File: config.mk
export PLATFORM = sky130hd
export DESIGN_NAME = alu_exec_unit
export DESIGN_NICKNAME = d
export VERILOG_FILES = /design/src/rtl/alu_pkg.sv /design/src/rtl/alu_serial_shifter.sv /design/src/rtl/alu_exec_unit.sv
export SDC_FILE = /design/constraint.sdc
export NUM_CORES = 1
export LEC_CHECK = 0
export CELL_PAD_IN_SITES_DETAIL_PLACEMENT = 1
export CELL_PAD_IN_SITES_GLOBAL_PLACEMENT = 1
export CORE_MARGIN = 4
export CORE_UTILIZATION = 38
export DETAILED_ROUTE_END_ITERATION = 16
export PLACE_DENSITY_LB_ADDON = 0.1
export RECOVER_POWER = 25
export SYNTH_ARGS = -nofsm -noshare
export SYNTH_HDL_FRONTEND = slang
export SYNTH_SLANG_ARGS = --single-unit
export TNS_END_PERCENT = 1
File: constraint.sdc
create_clock -name clk -period 2.7 [get_ports clk]
set_clock_uncertainty 0.15 [all_clocks]
set_input_delay 0.54 -clock clk [delete_from_list [all_inputs] [get_ports clk]]
set_output_delay 0.54 -clock clk [all_outputs]
set_load 0.01 [all_outputs]
File: src/rtl/alu_pkg.sv
// Shared ALU definitions: control codes, FSM states, default widths.
// Consumed by alu_exec_unit, alu_serial_shifter and the ALU control decoder.
package alu_pkg;

    localparam int XLEN_DEFAULT    = 32;
    localparam int SHAMT_W_DEFAULT = 5;

    localparam logic [3:0] ALU_AND  = 4'b0000;
    localparam logic [3:0] ALU_OR   = 4'b0001;
    localparam logic [3:0] ALU_ADD  = 4'b0010;
    localparam logic [3:0] ALU_SLL  = 4'b0011;
    localparam logic [3:0] ALU_SLT  = 4'b0100;
    localparam logic [3:0] ALU_SLTU = 4'b0101;
    localparam logic [3:0] ALU_SUB  = 4'b0110;
    localparam logic [3:0] ALU_XOR  = 4'b0111;
    localparam logic [3:0] ALU_SRL  = 4'b1000;
    localparam logic [3:0] ALU_SRA  = 4'b1010;

    typedef enum logic [1:0] {
        IDLE  = 2'd0,
        SHIFT = 2'd1,
        DONE  = 2'd2
    } alu_state_e;

endpackage

File: src/rtl/alu_serial_shifter.sv
// One-bit-per-cycle shifter: start loads work/cnt, then shifts while cnt != 0.
// last flags the final step; step_val is the work value after the current step.
module alu_serial_shifter
    import alu_pkg::*;
#(
    parameter int XLEN    = XLEN_DEFAULT,
    parameter int SHAMT_W = SHAMT_W_DEFAULT
) (
    input  logic               clk,
    input  logic               rst,
    input  logic               start,
    input  logic               left,
    input  logic               arith,
    input  logic [XLEN-1:0]    data,
    input  logic [SHAMT_W-1:0] shamt,
    output logic               last,
    output logic [XLEN-1:0]    step_val
);

    logic [XLEN-1:0]    work_q, work_d;
    logic [SHAMT_W-1:0] cnt_q, cnt_d;
    logic               left_q, left_d;
    logic               arith_q, arith_d;

    always_comb begin
        if (left_q) begin
            step_val = {work_q[XLEN-2:0], 1'b0};
        end else begin
            step_val = {arith_q & work_q[XLEN-1], work_q[XLEN-1:1]};
        end
    end

    assign last = (cnt_q == SHAMT_W'(1));

    always_comb begin
        work_d  = work_q;
        cnt_d   = cnt_q;
        left_d  = left_q;
        arith_d = arith_q;
        if (start) begin
            work_d  = data;
            cnt_d   = shamt;
            left_d  = left;
            arith_d = arith;
        end else if (cnt_q != '0) begin
            work_d = step_val;
            cnt_d  = cnt_q - SHAMT_W'(1);
        end
    end

    always_ff @(posedge clk or posedge rst) begin
        if (rst) begin
            work_q  <= '0;
            cnt_q   <= '0;
            left_q  <= 1'b0;
            arith_q <= 1'b0;
        end else begin
            work_q  <= work_d;
            cnt_q   <= cnt_d;
            left_q  <= left_d;
            arith_q <= arith_d;
        end
    end

endmodule

File: src/rtl/alu_exec_unit.sv
// Execute-stage ALU with valid/ready in and out; shifts iterate 1 bit/cycle.
// Define FAST_SHIFT_EN to replace the serial shifter with a barrel shift.
module alu_exec_unit
    import alu_pkg::*;
#(
    parameter int XLEN    = XLEN_DEFAULT,
    parameter int SHAMT_W = SHAMT_W_DEFAULT
) (
    input  logic            clk,
    input  logic            rst,
    input  logic            in_valid,
    output logic            in_ready,
    input  logic [3:0]      alu_ctrl,
    input  logic [XLEN-1:0] op_a,
    input  logic [XLEN-1:0] op_b,
    output logic            out_valid,
    input  logic            out_ready,
    output logic [XLEN-1:0] result,
    output logic            zero,
    output logic            illegal
);

    alu_state_e         state_q, state_d;
    logic [XLEN-1:0]    result_q, result_d;
    logic               zero_q, zero_d;
    logic               illegal_q, illegal_d;
    logic [XLEN-1:0]    alu_res;
    logic               alu_ill;
    logic [SHAMT_W-1:0] shamt;

    assign shamt = op_b[SHAMT_W-1:0];

    always_comb begin
        alu_res = '0;
        alu_ill = 1'b0;
        case (alu_ctrl)
            ALU_AND:  alu_res = op_a & op_b;
            ALU_OR:   alu_res = op_a | op_b;
            ALU_XOR:  alu_res = op_a ^ op_b;
            ALU_ADD:  alu_res = op_a + op_b;
            ALU_SUB:  alu_res = op_a - op_b;
            ALU_SLT:  alu_res = {{(XLEN-1){1'b0}}, $signed(op_a) < $signed(op_b)};
            ALU_SLTU: alu_res = {{(XLEN-1){1'b0}}, op_a < op_b};
`ifdef FAST_SHIFT_EN
            ALU_SLL:  alu_res = op_a << shamt;
            ALU_SRL:  alu_res = op_a >> shamt;
            ALU_SRA:  alu_res = $signed(op_a) >>> shamt;
`else
            // only reached here with shamt == 0; nonzero shifts go serial
            ALU_SLL:  alu_res = op_a;
            ALU_SRL:  alu_res = op_a;
            ALU_SRA:  alu_res = op_a;
`endif
            default:  alu_ill = 1'b1;
        endcase
    end

`ifndef FAST_SHIFT_EN
    logic            is_shift;
    logic            sh_start;
    logic            sh_last;
    logic [XLEN-1:0] sh_step;

    assign is_shift = (alu_ctrl == ALU_SLL) | (alu_ctrl == ALU_SRL)
                    | (alu_ctrl == ALU_SRA);

    alu_serial_shifter #(
        .XLEN    (XLEN),
        .SHAMT_W (SHAMT_W)
    ) u_shifter (
        .clk      (clk),
        .rst      (rst),
        .start    (sh_start),
        .left     (alu_ctrl == ALU_SLL),
        .arith    (alu_ctrl == ALU_SRA),
        .data     (op_a),
        .shamt    (shamt),
        .last     (sh_last),
        .step_val (sh_step)
    );
`endif

    always_comb begin
        state_d   = state_q;
        result_d  = result_q;
        zero_d    = zero_q;
        illegal_d = illegal_q;
`ifndef FAST_SHIFT_EN
        sh_start  = 1'b0;
`endif
        case (state_q)
            IDLE: begin
                if (in_valid) begin
`ifndef FAST_SHIFT_EN
                    if (is_shift && (shamt != '0)) begin
                        sh_start = 1'b1;
                        state_d  = SHIFT;
                    end else
`endif
                    begin
                        result_d  = alu_res;
                        zero_d    = (alu_res == '0);
                        illegal_d = alu_ill;
                        state_d   = DONE;
                    end
                end
            end
`ifndef FAST_SHIFT_EN
            SHIFT: begin
                if (sh_last) begin
                    result_d  = sh_step;
                    zero_d    = (sh_step == '0);
                    illegal_d = 1'b0;
                    state_d   = DONE;
                end
            end
`endif
            DONE: begin
                if (out_ready) begin
                    state_d = IDLE;
                end
            end
            default: state_d = IDLE;
        endcase
    end

    always_ff @(posedge clk or posedge rst) begin
        if (rst) begin
            state_q   <= IDLE;
            result_q  <= '0;
            zero_q    <= 1'b0;
            illegal_q <= 1'b0;
        end else begin
            state_q   <= state_d;
            result_q  <= result_d;
            zero_q    <= zero_d;
            illegal_q <= illegal_d;
        end
    end

    assign in_ready  = (state_q == IDLE) & ~rst;
    assign out_valid = (state_q == DONE);
    assign result    = result_q;
    assign zero      = zero_q;
    assign illegal   = illegal_q;

endmodule
; Yosys cells after proc, flatten, opt, wreduce, memory -nomap -nowiden
; Cells that the tools add are included.
[word_totals]
output_inout_bits = 36
wordCells = 77
ff_bits = 75
in_bits = 72
[op_classes]
reduce_logical = 13
n_lt_le_gt_ge = 2
bitwise_logic = 8
mux = 27
eq_ne = 16
n_addsub = 3
[op_table]
columns = operator, count
row1 = 32-bit one-hot mux with 8 select lines, 1
row2 = 32-bit 2-to-1 mux, 6
row3 = 32-bit logical NOT, 2
row4 = 32-bit less-than comparator, 2
row5 = 32-bit one-hot mux with 2 select lines, 1
row6 = 32-bit adder, 1
row7 = 32-bit bitwise AND, 1
row8 = 32-bit OR, 1
row9 = 32-bit subtractor, 1
row10 = 32-bit bitwise XOR, 1
row11 = 4-bit by 3-bit == test with 1-bit output (second input constant), 4
row12 = 1-bit 2-to-1 mux, 10
row13 = 5-bit 2-to-1 mux, 2
row14 = 5-bit nonzero test, 2
row15 = 10-bit OR reduction, 1
row16 = 4-bit by 2-bit == test with 1-bit output (second input constant), 2
row17 = 4-bit == test (second input constant), 2
row18 = 2-bit 2-to-1 mux, 4
row19 = 2-bit inequality test (second input constant), 3
row20 = 2-bit one-hot mux with 3 select lines, 1
row21 = 5-bit by 1-bit == test with 1-bit output (second input constant), 1
row22 = 5-bit by 1-bit subtractor with 5-bit output (second input constant), 1
row23 = 4-bit by 1-bit == test with 1-bit output (second input constant), 1
row24 = 4-bit logical NOT, 1
row25 = other kinds (13), 17

; Logic depth before layout (Yosys ltp)
[logic_depth]
depth_word = 8
depth_mapped = 15
ltp_nobuf = 15

; By module
; From an unflattened synthesis, not the netlist that was laid out.
[unflattened]
hier_cells = 1324
area_unflattened_um2 = 9963.3
[modules_own_cells]
columns = module, cells_each, instances, area_per_inst_um2
row1 = alu_exec_unit, 1112, 1, 7706.1
row2 = alu_serial_shifter, 212, 1, 2257.2

; Least setup slack after synthesis
; No wires, ideal clock.
[synth_timing]
path_type = input to register
startpoint = in op_b[1]
endpoint = reg result_q[31] (netlist: result[31])
t_arrival_ns = 3.235
stages = 13
setup_slack_ns = -0.803
t_required_ns = 2.432
path_cell_list = inv_1 ha_1 or2_1 a221oi_2 and3_1 o32ai_1 o211a_1 o31ai_2 a211oi_1 a211o_1 a221oi_2 a221oi_1 a21o_1
[synth_via]
elab_chain_len = 5
elab_cells_between_ends = 10
cone_classes = 2 x add/sub / 1 x eq/ne / 4 x mux / 3 x reduce/logical
[synth_rtl]
columns = element, line
row1 = "start, declared", alu_exec_unit.sv:15  ; input logic [XLEN-1:0] op_b,
row2 = 32-bit subtractor or 32-bit adder (tied branches), "alu_exec_unit.sv:41, alu_exec_unit.sv:40"
row3 = 32-bit one-hot mux with 8 select lines, alu_exec_unit.sv:36  ; case (alu_ctrl)
row4 = 32-bit 2-to-1 mux, alu_exec_unit.sv:95  ; if (is_shift && (shamt != '0)) begin
row5 = 32-bit 2-to-1 mux, alu_exec_unit.sv:93  ; if (in_valid) begin
row6 = 32-bit one-hot mux with 2 select lines, alu_exec_unit.sv:91  ; case (state_q)
row7 = "end signal, assigned", alu_exec_unit.sv:135  ; result_q <= result_d;
row8 = "end, declared", alu_exec_unit.sv:24  ; logic [XLEN-1:0] result_q, result_d;
; Parallel ways exist; a longest one is shown, timed or not. The select of a mux whose other input is x is not followed.
; A chain may end at the register's enable or synchronous reset.

; Worst setup path in the final report
[layout_timing]
startpoint = in op_b[15]
endpoint = reg zero_q (netlist: zero)
[layout_via]
elab_chain_len = 6
elab_cells_between_ends = 12
cone_classes = 2 x add/sub / 2 x order compare / 4 x mux / 3 x bitwise / 1 x reduce/logical
[layout_rtl]
columns = element, line
row1 = 32-bit subtractor (tied with other cells), alu_exec_unit.sv:41  ; ALU_SUB: alu_res = op_a - op_b;
row2 = 32-bit one-hot mux with 8 select lines (*), alu_exec_unit.sv:36
row3 = 32-bit logical NOT (*), alu_exec_unit.sv:102  ; zero_d = (alu_res == '0);
row4 = 1-bit 2-to-1 mux (*), alu_exec_unit.sv:95
row5 = 1-bit 2-to-1 mux (*), alu_exec_unit.sv:93
row6 = 1-bit one-hot mux with 2 select lines (*), alu_exec_unit.sv:91
row7 = "end signal, assigned", alu_exec_unit.sv:136  ; zero_q <= zero_d;
row8 = "end, declared", alu_exec_unit.sv:25  ; logic zero_q, zero_d;
; Mark *: on every way between the ends. The rest lies on a longest branch, timed or not. The select of a mux whose other input is x is not followed.

==> impl_metrics.ini <==
[sta]
finalSetupViolCount = 32
finalHoldViolations = 0
fin_ws_ns = -1.115
final_max_slew_viol_count = 40
max-slew-margin-rel = -0.07875
min_period_ns = 3.815
setup-tns-final_ns = -19.83
max_freq_mhz = 262.1
period_share = 1.413
rsz0062_at_grt = true
tightest_slew_ns = 1.616

[die]
io_pins = 108
row_count = 59
fp.coreArea_sq_um = 26060
initial_utilization = 0.3872
die_y_um = 170.9
die_width_um = 170.9
die-area_sq_um = 29220

[outcome]
status = complete, but fails checks
violations = max-capacitance violations, max-slew violations, negative setup slack

[setup_path]
end_kind = flip-flop
worstPathCellList = clkdlybuf4s50_1, inv_2, ha_4, buf_4, inv_1, buf_4, o21a_1, a21boi_0, o32ai_2, o32a_1, o32ai_2, o21ai_4, nand3b_1, nor4_2, nand4b_1, o21ai_1
cp_data_arrival_time_ns = 3.92
cp_slowest_cell = clkdlybuf4s50_1
r2r_setup_slack_ns = -0.11
critPathLaunchType = input pin
crit_buf_inv = 5
crit_path_max_fanout = 6
critPathRequiredTime_ns = 2.80
cp_top_family = compound AO/OA/AOI/OAI gates
max_stage_delay_ns = 0.49
worstSetupPathType = input pin to flip-flop

[finish]
layout.nets = 2086
n_fill_cell = 3136
area_growth_pct = 66.86
seq_area_sq_um = 1877
multi_input_area_sq_um = 8792
layout-drive-gt1-share = 0.4063
diodes = 0

[logic_synthesis]
synth_top_area_frac = 0.1860
synth_common_cells = a21oi_1, nor2_1, inv_1
synth_mux_area_frac = 0.07081
synth_compound_gate_area_share = 0.3270
yosys.area_share.simple = 0.1994
synthTopCellsByArea = dfrtp_1, ha_1, a21oi_1
synth_xor_area_frac = 0.004340
synth_edf_count = 0
synthCells = 1384
synth_ff_type = dfrtp_1
synth_nets = 1560
yosysUniqueCellTypes = 95
synth_area_sq_um = 10090
yosys_warnings = 0
synth.yosys.seq_area_share = 0.1860
synth-adder-area-share = 0.1305
syn_area_per_cell_sq_um = 7.290
synth_top_area_cell = dfrtp_1
synth_top_family_by_area = compound AO/OA/AOI/OAI gates
ys_ff_latch = 75
synthArstFlopShare = 1.000

[clock_tree]
htreeDepth = 3
cts_tree = built
cts_made_buffers = 9
worst_skew_pair.late_latency_ns = 0.33
cts_root_buf = clkbuf_16
path_clk_slew_ns = 0.06
clockBufferDepth = 2
clock-sinks = 75

[place]
globalplace.congestion = 1.014
dp_hpwl_um = 41550
portBuffers = 107

[power]
p_leak_nw = 7.720
p_sw_frac = 0.4523
ir_drop_mv = 0.8964
intPower_mw = 5.202
p_per_area_nw_per_um2 = 564.2
seqPwrFrac = 0.217
combinationalPowerShare = 0.666
clkPwrFrac = 0.117
power.switching_mw = 4.296
p_total_mw = 9.498

[grt]
antenna_found_initial = 1
grt-ovfl-total = 0
grt_max_degree = 65
grtUsageTotal = 0.3558
grt_pass1_vias = 13960
grt_pass1_wl_um = 81500

[routing]
vias = 13740
drc_errors = 0
drt_pass1_iterations = 6
drt-wirelength-per-cell_um = 25.06
drt-initial-drc-count = 1284
postRouteAntennaNets = 0
via_per_inst = 6.104
wirelength_um = 56380

[worst_hold_path]
min_path_type = flip-flop to flip-flop

[job]
drv_cap = 1
[cell families after synthesis]
group | count (synthesis)
muxes | 70
DFF | 75
and+or+nand+nor | 429
xor gates and xnor gates | 5
adders and majority gates | 104
buffers and inverters | 210
AOI/OAI and AO/OA | 491
[through the flow]
stage	util	hold slack (ns)	worst slack [ns]	instance area [sq um]	std cells
final	0.6461	0.3249	-1.115	16840	2250
after global routing	0.6461	0.3432	-1.204	16840	2250
after CTS	0.6274	0.3279	-0.9690	16350	2239
after detailed placement	0.5712	0.3154	-1.864	14880	2193
after global placement	0.5712	0.3097	-1.837	14880	2193
after floorplan	-	0.3316	-0.7229	10190	1384
[layout make-up]
cell class                 count  area share
multi-input combinational   1099      0.5222
timing repair buffer         601      0.2956
sequential                    75      0.1115
inverter                     124     0.02950
tap                          335     0.02490
clock buffer                  14     0.01568
clock inverter                 2   0.0005945
[power groups by stage]
stage | Clock (mW) | Sequential, mW | Combinational [mW]
after global routing | 1.17 | 2.12 | 6.78
after floorplan | 0 | 2.05 | 2.80
final | 1.11 | 2.06 | 6.33
after detailed placement | 0 | 2.06 | 5.48
after global placement | 0 | 2.04 | 5.30
after CTS | 1.13 | 2.05 | 5.92
[path summary, 6_finish.rpt]
| kind | startpoint | end | depth (start not counted) |
|---|---|---|---|
| min reg2reg | result[7]$_DFFE_PP0P_ | result[7]$_DFFE_PP0P_ | 1 |
| max | op_b[15] | zero$_DFFE_PP0P_ | 16 |
| max reg2reg | state_q[0]$_DFFE_PP0P_ | zero$_DFFE_PP0P_ | 11 |
| min | result[7]$_DFFE_PP0P_ | result[7]$_DFFE_PP0P_ | 1 |
| max in group asynchronous | rst | u_shifter.work_q[2]$_DFFE_PP0P_ | 2 |
| min in group asynchronous | rst | u_shifter.work_q[15]$_DFFE_PP0P_ | 2 |
[sequential cells by signal (all words and copies together) (netlist names)]
signal and flops:
illegal 1, result 32, state_q 2, u_shifter.arith_q 1, u_shifter.cnt_q 5, u_shifter.left_q 1
u_shifter.work_q 32, zero 1
[timing repair]
action | in CTS | in global routing
resized for setup | 287 | 104
pin swaps | 64 | 63
hold buffers | 0 | 0
setup buffers | 30 | 13
gates cloned | 0 | 0
setup endpoints to repair | 75 | 56
[metal layers]
layer / wire [um] / track usage / up-vias
li1: - / - / 6077
met1: 23480 / 0.4768 / 6751
met2: 25410 / 0.5825 / 690
met3: 4569 / 0.05268 / 215
met4: 2912 / 0.1326 / 2
met5: 13 / 0 / -
[layout by cell type (no fill, tap or decap), types with 14 or more instances in the layout]
cell type,synthesis,final
buf_4,3,462
nor2_1,160,150
a21oi_1,160,125
nand2_1,111,107
inv_1,122,90
dfrtp_1,75,75
clkdlybuf4s50_1,0,73
ha_1,102,72
mux2i_1,59,59
o21ai_0,78,45
inv_2,1,29
nor3_1,31,28
a21o_1,28,28
a21oi_2,0,28
ha_4,0,24
o21ai_1,7,21
buf_6,1,20
nand4_1,18,18
nand2b_1,18,17
nand3_1,18,17
dlygate4sd2_1,0,17
o21ai_2,0,14
Note: power is estimated with default switching activity, not from simulation.
